`src/rtl/ctrl_pkg.sv`:
```
// Shared types and encodings for the pierogi multi-cycle controller.
package ctrl_pkg;

  localparam int unsigned OP_W     = 4;
  localparam int unsigned STATE_W  = 3;
  localparam int unsigned PC_SRC_W = 2;

  typedef enum logic [STATE_W-1:0] {
    ST_FETCH  = 3'd0,
    ST_DECODE = 3'd1,
    ST_EXEC   = 3'd2,
    ST_MEM    = 3'd3,
    ST_WB     = 3'd4,
    ST_HALT   = 3'd5,
    ST_FAULT  = 3'd6
  } state_t;

  localparam logic [OP_W-1:0] OP_AND  = 4'b0000;
  localparam logic [OP_W-1:0] OP_OR   = 4'b0001;
  localparam logic [OP_W-1:0] OP_XOR  = 4'b0010;
  localparam logic [OP_W-1:0] OP_NOR  = 4'b0011;
  localparam logic [OP_W-1:0] OP_ADD  = 4'b0100;
  localparam logic [OP_W-1:0] OP_SUB  = 4'b0101;
  localparam logic [OP_W-1:0] OP_SLT  = 4'b0110;
  localparam logic [OP_W-1:0] OP_J    = 4'b0111;
  localparam logic [OP_W-1:0] OP_BEQ  = 4'b1000;
  localparam logic [OP_W-1:0] OP_BNE  = 4'b1001;
  localparam logic [OP_W-1:0] OP_ANDI = 4'b1010;
  localparam logic [OP_W-1:0] OP_ORI  = 4'b1011;
  localparam logic [OP_W-1:0] OP_ADDI = 4'b1100;
  localparam logic [OP_W-1:0] OP_CMP  = 4'b1101;
  localparam logic [OP_W-1:0] OP_LW   = 4'b1110;
  localparam logic [OP_W-1:0] OP_SW   = 4'b1111;

  localparam logic [PC_SRC_W-1:0] PC_SRC_INC    = 2'd0;
  localparam logic [PC_SRC_W-1:0] PC_SRC_JUMP   = 2'd1;
  localparam logic [PC_SRC_W-1:0] PC_SRC_BRANCH = 2'd2;

  localparam logic [OP_W-1:0] ALU_ADD = 4'b0100;

  // Single-bit control strobes; alu_op is carried separately since its width is a parameter.
  typedef struct packed {
    logic                mem_req;
    logic                mem_we;
    logic                addr_sel;
    logic                ir_we;
    logic                pc_we;
    logic [PC_SRC_W-1:0] pc_src;
    logic                alu_b_sel;
    logic                reg_we;
    logic                wb_sel;
    logic                halted;
    logic                fault;
  } ctrl_out_t;

  function automatic logic branch_taken(input logic [OP_W-1:0] op, input logic eq);
    logic taken;
    taken = 1'b0;
    if (op == OP_J)   taken = 1'b1;
    if (op == OP_BEQ) taken = eq;
    if (op == OP_BNE) taken = ~eq;
    return taken;
  endfunction

  function automatic logic [PC_SRC_W-1:0] branch_src(input logic [OP_W-1:0] op);
    return (op == OP_J) ? PC_SRC_JUMP : PC_SRC_BRANCH;
  endfunction

endpackage

```
`src/rtl/ctrl_decode.sv`:
```
// Combinational opcode decode into ALU controls and instruction class flags.
module ctrl_decode
  import ctrl_pkg::*;
#(
  parameter int unsigned ALU_W = 4
) (
  input  logic [OP_W-1:0]  i_opcode,
  output logic [ALU_W-1:0] o_alu_op,
  output logic             o_alu_b_sel,
  output logic             o_wb_sel,
  output logic             o_is_alu,
  output logic             o_is_mem,
  output logic             o_is_store,
  output logic             o_is_branch
);

  always_comb begin
    o_alu_op    = ALU_W'(i_opcode);
    o_alu_b_sel = 1'b0;
    o_wb_sel    = 1'b0;
    o_is_alu    = 1'b0;
    o_is_mem    = 1'b0;
    o_is_store  = 1'b0;
    o_is_branch = 1'b0;
    case (i_opcode)
      OP_AND, OP_OR, OP_XOR, OP_NOR, OP_ADD, OP_SUB, OP_SLT: o_is_alu = 1'b1;
      OP_J, OP_BEQ, OP_BNE: o_is_branch = 1'b1;
      OP_ANDI, OP_ORI, OP_CMP: begin
        o_is_alu    = 1'b1;
        o_alu_b_sel = 1'b1;
      end
      OP_ADDI: begin
        o_is_alu    = 1'b1;
        o_alu_b_sel = 1'b1;
        o_alu_op    = ALU_W'(ALU_ADD);
      end
      OP_LW: begin
        o_is_mem = 1'b1;
        o_wb_sel = 1'b1;
      end
      OP_SW: begin
        o_is_mem   = 1'b1;
        o_is_store = 1'b1;
      end
      default: o_is_alu = 1'b0;
    endcase
  end

endmodule

```
`src/rtl/multicycle_control.sv`:
```
// Multi-cycle FETCH/DECODE/EXEC/MEM/WB sequencer with memory watchdog and halt.
module multicycle_control
  import ctrl_pkg::*;
#(
  parameter int unsigned ALU_W       = 4,
  parameter int unsigned TIMEOUT     = 16,
  parameter int unsigned FAST_BRANCH = 0
) (
  input  logic                clk,
  input  logic                reset,
  input  logic [OP_W-1:0]     opcode,
  input  logic                Eq,
  input  logic                mem_ready,
  input  logic                halt_req,
  output logic                mem_req,
  output logic                mem_we,
  output logic                addr_sel,
  output logic                ir_we,
  output logic                pc_we,
  output logic [PC_SRC_W-1:0] pc_src,
  output logic                alu_b_sel,
  output logic [ALU_W-1:0]    alu_op,
  output logic                reg_we,
  output logic                wb_sel,
  output logic [STATE_W-1:0]  state,
  output logic                halted,
  output logic                fault
);

  localparam int unsigned       CNT_W     = $clog2(TIMEOUT + 1);
  localparam logic [CNT_W-1:0]  WAIT_LAST = CNT_W'(TIMEOUT - 1);

  state_t           r_state;
  state_t           w_next;
  state_t           w_fetch_or_halt;
  logic [CNT_W-1:0] r_wait_cnt;
  logic             w_waiting;
  logic             w_timeout;
  logic             w_fast;
  ctrl_out_t        w_out;
  ctrl_out_t        w_out_g;
  logic [ALU_W-1:0] w_alu_op;

  logic [ALU_W-1:0] w_dec_alu_op;
  logic             w_dec_alu_b_sel;
  logic             w_dec_wb_sel;
  logic             w_dec_is_alu;
  logic             w_dec_is_mem;
  logic             w_dec_is_store;
  logic             w_dec_is_branch;

  ctrl_decode #(.ALU_W(ALU_W)) u_decode (
    .i_opcode    (opcode),
    .o_alu_op    (w_dec_alu_op),
    .o_alu_b_sel (w_dec_alu_b_sel),
    .o_wb_sel    (w_dec_wb_sel),
    .o_is_alu    (w_dec_is_alu),
    .o_is_mem    (w_dec_is_mem),
    .o_is_store  (w_dec_is_store),
    .o_is_branch (w_dec_is_branch)
  );

  // A wait cycle that would be the TIMEOUT-th one without mem_ready trips the watchdog.
  assign w_waiting       = ((r_state == ST_FETCH) || (r_state == ST_MEM)) && !mem_ready;
  assign w_timeout       = w_waiting && (r_wait_cnt == WAIT_LAST);
  assign w_fetch_or_halt = halt_req ? ST_HALT : ST_FETCH;
  assign w_fast          = (FAST_BRANCH != 0) && w_dec_is_branch;

  always_ff @(posedge clk) begin
    if (reset) begin
      r_state    <= ST_FETCH;
      r_wait_cnt <= '0;
    end else begin
      r_state <= w_next;
      if (w_next != r_state) begin
        r_wait_cnt <= '0;
      end else if (w_waiting) begin
        r_wait_cnt <= r_wait_cnt + CNT_W'(1);
      end
    end
  end

  always_comb begin
    w_next   = r_state;
    w_out    = '0;
    w_alu_op = '0;
    case (r_state)
      ST_FETCH: begin
        w_out.mem_req = 1'b1;
        if (w_timeout) begin
          w_next = ST_FAULT;
        end else if (mem_ready) begin
          w_out.ir_we  = 1'b1;
          w_out.pc_we  = 1'b1;
          w_out.pc_src = PC_SRC_INC;
          w_next       = ST_DECODE;
        end
      end
      ST_DECODE: begin
        if (w_fast) begin
          w_out.pc_we  = branch_taken(opcode, Eq);
          w_out.pc_src = branch_src(opcode);
          w_next       = w_fetch_or_halt;
        end else begin
          w_next = ST_EXEC;
        end
      end
      ST_EXEC: begin
        w_alu_op        = w_dec_alu_op;
        w_out.alu_b_sel = w_dec_alu_b_sel;
        if (w_dec_is_mem) begin
          w_next = ST_MEM;
        end else if (w_dec_is_branch) begin
          w_out.pc_we  = branch_taken(opcode, Eq);
          w_out.pc_src = branch_src(opcode);
          w_next       = w_fetch_or_halt;
        end else if (w_dec_is_alu) begin
          w_next = ST_WB;
        end else begin
          w_next = w_fetch_or_halt;
        end
      end
      ST_MEM: begin
        w_out.mem_req   = 1'b1;
        w_out.mem_we    = w_dec_is_store;
        w_out.addr_sel  = 1'b1;
        w_out.alu_b_sel = 1'b1;
        w_alu_op        = ALU_W'(ALU_ADD);
        if (w_timeout) begin
          w_next = ST_FAULT;
        end else if (mem_ready) begin
          w_next = w_dec_is_store ? w_fetch_or_halt : ST_WB;
        end
      end
      ST_WB: begin
        w_out.reg_we = 1'b1;
        w_out.wb_sel = w_dec_wb_sel;
        w_next       = w_fetch_or_halt;
      end
      ST_HALT: begin
        w_out.halted = 1'b1;
        if (!halt_req) w_next = ST_FETCH;
      end
      ST_FAULT: w_out.fault = 1'b1;
      default:  w_next = ST_FAULT;
    endcase
  end

  // Reset masks every output, including the visible state encoding.
  assign w_out_g   = reset ? '0 : w_out;
  assign mem_req   = w_out_g.mem_req;
  assign mem_we    = w_out_g.mem_we;
  assign addr_sel  = w_out_g.addr_sel;
  assign ir_we     = w_out_g.ir_we;
  assign pc_we     = w_out_g.pc_we;
  assign pc_src    = w_out_g.pc_src;
  assign alu_b_sel = w_out_g.alu_b_sel;
  assign reg_we    = w_out_g.reg_we;
  assign wb_sel    = w_out_g.wb_sel;
  assign halted    = w_out_g.halted;
  assign fault     = w_out_g.fault;
  assign alu_op    = reset ? '0 : w_alu_op;
  assign state     = reset ? '0 : STATE_W'(r_state);

endmodule

```
`config.mk`:
```
export PLATFORM = sky130hd
export DESIGN_NAME = multicycle_control
export DESIGN_NICKNAME = d
export VERILOG_FILES = /design/src/rtl/ctrl_pkg.sv /design/src/rtl/ctrl_decode.sv /design/src/rtl/multicycle_control.sv
export SDC_FILE = /design/constraint.sdc
export NUM_CORES = 1
export LEC_CHECK = 0
export ABC_AREA = 1
export BUFFER_PORTS_ARGS = -buffer_cell sky130_fd_sc_hd__buf_2
export CORE_AREA = 2 2 47 49
export CTS_BUF_LIST = sky130_fd_sc_hd__clkbuf_4
export CTS_CLUSTER_DIAMETER = 150
export DETAILED_ROUTE_END_ITERATION = 8
export DIE_AREA = 0 0 49 51
export GPL_TIMING_DRIVEN = 0
export PLACE_DENSITY = 0.74
export SLEW_MARGIN = 20
export SYNTH_ARGS = -nofsm -noshare
export SYNTH_HDL_FRONTEND = slang
export SYNTH_SLANG_ARGS = --single-unit
```
`constraint.sdc`:
```
create_clock -name clk -period 1.55 [get_ports clk]
set_input_delay 0.31 -clock clk [delete_from_list [all_inputs] [get_ports clk]]
set_output_delay 0.31 -clock clk [all_outputs]
set_load 0.05 [all_outputs]
```
## Word level (Yosys, flattened, before mapping)

Cells that the tools add are included.

| storage, ports and cells | value |
|---|---|
| flip-flop bits (word level) | 8 |
| input bits | 9 |
| output and inout bits | 19 |
| logic and storage cells | 77 |

| cells by class | value |
|---|---|
| add/sub/neg operators | 1 |
| eq/ne operators | 23 |
| muxes and demuxes | 38 |
| bitwise operators | 1 |
| reduce and logical (&&, ||, !) cells | 12 |

Operator list:

| operator | number |
|---|---|
| $mux 3 | 13 |
| $eq 4x4->1 const B | 8 |
| $pmux 3 s7 | 1 |
| $eq 4x3->1 const B | 4 |
| $mux 4 | 4 |
| $mux 1 | 13 |
| $mux 12 | 1 |
| $reduce_or 11->1 | 1 |
| $eq 3x3->1 const B | 3 |
| $eq 4x2->1 const B | 2 |
| $pmux 4 s2 | 1 |
| $eq 3x2->1 const B | 2 |
| $mux 2 | 3 |
| $pmux 3 s2 | 1 |
| $reduce_or 2->1 | 3 |
| $add 5x1->5 const B | 1 |
| $eq 5x4->1 const B | 1 |
| $eq 4x1->1 const B | 1 |
| $logic_not 4->1 | 1 |
| $reduce_or 4->1 | 1 |
| $eq 3x1->1 const B | 1 |
| $logic_not 3->1 | 1 |
| $ne 3x3->1 | 1 |
| $reduce_or 3->1 | 1 |
| other kinds (5) | 6 |

## Depth between registers and ports, before layout

| logic depth | value |
|---|---|
| depth after elaboration | 9 |
| mapped depth | 11 |
| mapped depth without buffers | 11 |

## Cells and area by module

A second synthesis with hierarchy kept.

| second synthesis, totals | value |
|---|---|
| cells, all modules | 153 |
| area total of the unflattened synthesis | 942.2 sq um |

By module, submodules not included:

| module | instances | cells an instance | area an instance (sq um) |
|---|---|---|---|
| multicycle_control | 1 | 132 | 847.1 |
| ctrl_decode | 1 | 21 | 95.1 |

## Least setup slack after synthesis

OpenSTA, ideal clock, no wires.

| timing path | value |
|---|---|
| kind | reg2out |
| from | register r_state[1] |
| to | output port alu_op[3] |
| arrival time | 2.446 ns |
| required time | 1.240 ns |
| setup slack | -1.206 ns |
| cell stages (with the launch flop) | 8 |
| buffers on the path | 1 |
| cells stage by stage | dfxtp_1 > buf_2 > inv_2 > nor2_1 > nand2_1 > nor2_1 > nand2_1 > a31oi_1 |

| on the way | value |
|---|---|
| longest elaborated chain between the ends | 3 |
| elaborated cells between the ends (all ways) | 4 |
| those cells by class | 2 x eq/ne; 2 x mux |

RTL lines:

| element | RTL line | RTL |
|---|---|---|
| from (decl) | multicycle_control.sv:33 | `state_t r_state;` |
| from (signal assigned) | multicycle_control.sv:74 | `r_state <= w_next;` |
| $eq 3x2->1 | multicycle_control.sv:87 | `case (r_state)` |
| $pmux 4 s2 (*) | multicycle_control.sv:87 |  |
| $mux 4 (*) | multicycle_control.sv:162 | `assign alu_op = reset ? '0 : w_alu_op;` |
| to (decl) | multicycle_control.sv:22 | `output logic [ALU_W-1:0] alu_op,` |

Every way passes the cells marked *; elsewhere a longest branch is shown, timed or not.

## Worst setup path in the final report

| timing path | value |
|---|---|
| from | register r_state[1] |
| to | output port ir_we |

| on the way | value |
|---|---|
| longest elaborated chain between the ends | 7 |
| elaborated cells between the ends (all ways) | 8 |
| those cells by class | 1 x eq/ne; 3 x mux; 4 x reduce/logical |

RTL lines:

| element | RTL line | RTL |
|---|---|---|
| $eq 3x2->1 or $logic_not 3->1 (tied branches) | multicycle_control.sv:64, multicycle_control.sv:87 |  |
| $logic_or 1x1->1 | multicycle_control.sv:64 | `assign w_waiting = ((r_state == ST_FETCH) \|\| (r_state == ST_MEM)) && !mem_ready;` |
| $logic_and 1x1->1 | multicycle_control.sv:64 |  |
| $logic_and 1x1->1 | multicycle_control.sv:65 | `assign w_timeout = w_waiting && (r_wait_cnt == WAIT_LAST);` |
| $mux 4 | multicycle_control.sv:90 | `if (w_timeout) begin` |
| $mux 1 (*) | multicycle_control.sv:87 |  |
| $mux 12 (*) | multicycle_control.sv:150 | `assign w_out_g = reset ? '0 : w_out;` |
| to (decl) | multicycle_control.sv:18 | `output logic ir_we,` |

Marks and branches as above.

==> results.py <==
metrics = {
    "grt": {
        "grt_overflow": 0,
        "grt_usage_pct": 22.97,
        "antenna_found_initial": 0,
        "grt_start_max_net_pins": 11,
        "grt_pass1_wl_um": 4402,
        "grt_pass1_vias": 977,
    },
    "floorplanning": {
        "die_w_um": 49,
        "core_um2": 2063,
        "num_rows": 17,
        "io_pins": 28,
        "die_h_um": 51,
        "fp.dieArea_um2": 2499,
        "start_util_pct": 42.33,
    },
    "sta": {
        "drv_slew": 0,
        "report.final.hold_viol_count": 0,
        "rsz0062_at_grt": "true",
        "setup_viol": 21,
        "setup_slack_ns": -0.2519,
        "finalCritPeriodShare_pct": 116.3,
        "max-slew-margin-rel_pct": 72.17,
        "fmax_mhz": 555.0,
        "finalCriticalPeriod_ns": 1.802,
        "setup_tns_ns": -3.628,
        "worstMarginPinSlew_ns": 0.4171,
        "skew_ns": 0.002503,
    },
    "detailed_routing": {
        "firstDrtPassIters": 4,
        "drt_iter0_markers": 39,
        "routed_wl_um": 3335,
        "wire_per_inst_um": 14.96,
        "viasPerCell": 5.368,
        "drtAntennaViolNets": 0,
        "vias": 1197,
        "drc": 0,
    },
    "clock_tree": {
        "holdBufCountCts": 0,
        "cts_tree": "yes",
        "h-tree-depth": 1,
        "cts.sinks": 8,
        "root_buffer": "clkbuf_4",
        "cts_buffers": 3,
        "clockBufferDepth": 2,
        "worst_skew_pair.late_latency_ns": 0.26,
        "clkTransAtPathRegs_ns": 0.05,
    },
    "synth": {
        "synth_top_area_share_pct": 18.34,
        "synth_warnings": 0,
        "synth.distinct_cells": 27,
        "synth_area_um2": 873.3,
        "seq_area_frac_synth_pct": 18.34,
        "yosys.area.top_type": "dfxtp_1",
        "syn_inst": 143,
        "ys_ff_latch": 8,
        "synth_area_per_cell_um2": 6.107,
        "synth.top_cells.by_area": "dfxtp_1 (18%), nand2_1 (13%), inv_1 (8.6%)",
        "syn-num-nets": 154,
    },
    "pwr": {
        "clkPwrFrac_pct": 11.7,
        "p_comb_share_pct": 68.6,
        "pwr-share-seq_pct": 19.7,
        "power_density_nw_per_um2": 826.1,
        "intPower_mw": 0.6741,
        "p_sw_share_pct": 51.58,
        "p_leak_nw": 0.7341,
        "vdd_ir_drop_max_v": 0.0005335,
        "power_mw": 1.392,
        "p_switching_mw": 0.7181,
    },
    "setup_path": {
        "path_buf_inv": 3,
        "slowest_delay_ns": 0.32,
        "critPathMaxFanout": 5,
        "crit_family": "simple AND/OR/NAND/NOR gates",
        "crit_top_cell": "buf_6",
        "criticalPathCategory": "reg2out",
        "worstSetupStartpointType": "flip-flop",
        "cp.required_ns": 1.24,
        "worstSetupEndpointType": "primary output",
        "cp.arrival_ns": 1.49,
        "slowest_stage": "dfxtp_2",
        "crit_chain": "buf_6 > buf_6 > nor2_4 > nand3_2 > nor2_2 > buf_6",
    },
    "final_layout": {
        "stdcell_count": 223,
        "fin_util_pct": 81.69,
        "area_delta_synth_final_pct": 92.98,
        "layout-drive-gt1-share_pct": 64.62,
        "nets": 208,
        "n_antenna_cell": 0,
    },
    "run_status": {
        "status": "complete, but fails checks",
        "failed_checks": "negative setup slack",
    },
    "place": {
        "hpwlAfterDp_um": 1818,
        "post-place-cells": 198,
        "place_congestion": 0.8751,
        "io_buffers": 27,
    },
    "job": {
        "cap_violations": 0,
    },
    "worst_hold_path": {
        "hp-class": "in2reg",
    },
}
[metrics by stage]
step / hold slack, ns / setup slack (ns) / instance area [µm²]
after CTS: 0.4435 / -0.1998 / 1519
after global placement: 0.5519 / -0.2629 / 1194
after global routing: 0.4665 / -0.2849 / 1685
after floorplan: 0.4556 / -0.2963 / 1023
final: 0.4692 / -0.2519 / 1685
after detailed placement: 0.5648 / -0.2790 / 1194
[worst paths after layout]
path,start,to,slack [ns],depth (start not counted)
hold reg to reg,r_wait_cnt[4]$_SDFFE_PP0N_,r_wait_cnt[4]$_SDFFE_PP0N_,0.58,4
setup / recovery,r_state[1]$_SDFF_PP0_,ir_we,-0.25,6
hold / removal,reset,r_state[1]$_SDFF_PP0_,0.47,4
setup reg to reg,r_state[1]$_SDFF_PP0_,r_wait_cnt[2]$_SDFFE_PP0N_,-0.19,12
[cell families (layout without fill, tap and decap cells)]
logic type               count (synthesis)  after routing  synth area share [%]
AO/OA/AOI/OAI                           14             14                 8.883
XOR/XNOR                                 3              3                 3.009
adder cells (fa/ha/maj)                  2              2                 2.865
flip-flops                               8              8                 18.34
AND/OR/NAND/NOR                         90             90                 55.59
buffers and inverters                   26             78                 11.32
[per-layer routing]
| metal | routed length, µm | share of wire (%) | GRT usage (%) | up-vias |
|---|---|---|---|---|
| met3 | 211 | 6.3 | 5.263 | 9 |
| met2 | 1723 | 52 | 42.92 | 49 |
| li1 | - | - | - | 568 |
| met5 | 0 | 0 | 0 | - |
| met4 | 72 | 2.2 | 1.429 | 0 |
| met1 | 1327 | 40 | 28.01 | 571 |
[layout by cell type (no fill, tap or decap), types with 6 or more instances in the layout]
cell | netlist | routed
nand3_1 | 12 | 8
nor3_2 | 5 | 6
nand2_2 | 3 | 6
nor2_4 | 1 | 8
nand2_4 | 2 | 7
nor2_1 | 20 | 9
buf_6 | 0 | 22
nand2_1 | 30 | 21
buf_4 | 0 | 17
buf_2 | 1 | 9
nor2_2 | 5 | 9
inv_1 | 20 | 17
[registers in the layout (all words and copies together), names as in the netlist]
| name | count |
|---|---|
| r_wait_cnt | 5 |
| r_state | 3 |
[power groups by stage]
stage / combinational (mW) / clock, mW / sequential (mW)
finish: 0.955 / 0.163 / 0.274
global route: 1.00 / 0.181 / 0.277
CTS: 0.779 / 0.166 / 0.268
detailed placement: 0.626 / 0 / 0.263
global placement: 0.612 / 0 / 0.262
floorplan: 0.513 / 0 / 0.255
[synth_stat cells, drive strengths merged]
library cell and number:
nand2 35, nor2 26, inv 24, nand3 17
nor3 9, a21oi 8, dfxtp 8, a31oi 2
ha 2, o21ai 2, xnor2 2, a22oi 1
buf 1, clkbuf 1, nand4 1, nor4 1
o211ai 1, or2 1, xor2 1
[what timing repair did]
item / in CTS / in global routing
endpoints found under the setup margin: 22 / 24
pin swaps: 17 / 13
buffers inserted: 13 / 8
gates resized for setup: 64 / 28
cloned: 1 / 0
[worst register-to-register path: cells and delay by family (launching register included)]
family,cells,cell delay (ns)
buffers and inverters,4,0.50
AND/OR/NAND/NOR,8,0.86
flip-flops,1,0.32
[area by class of cell]
type	count	area (µm²)
clock buffer	3	22.52
tap	28	35.03
timing repair buffer	48	434.2
multi-input combinational	109	890.9
timing repair inverter	1	7.507
fill	110	377.9
inverter	24	107.6
buffer	2	16.27
sequential	8	171.4
(Power assumes the default switching activity.)
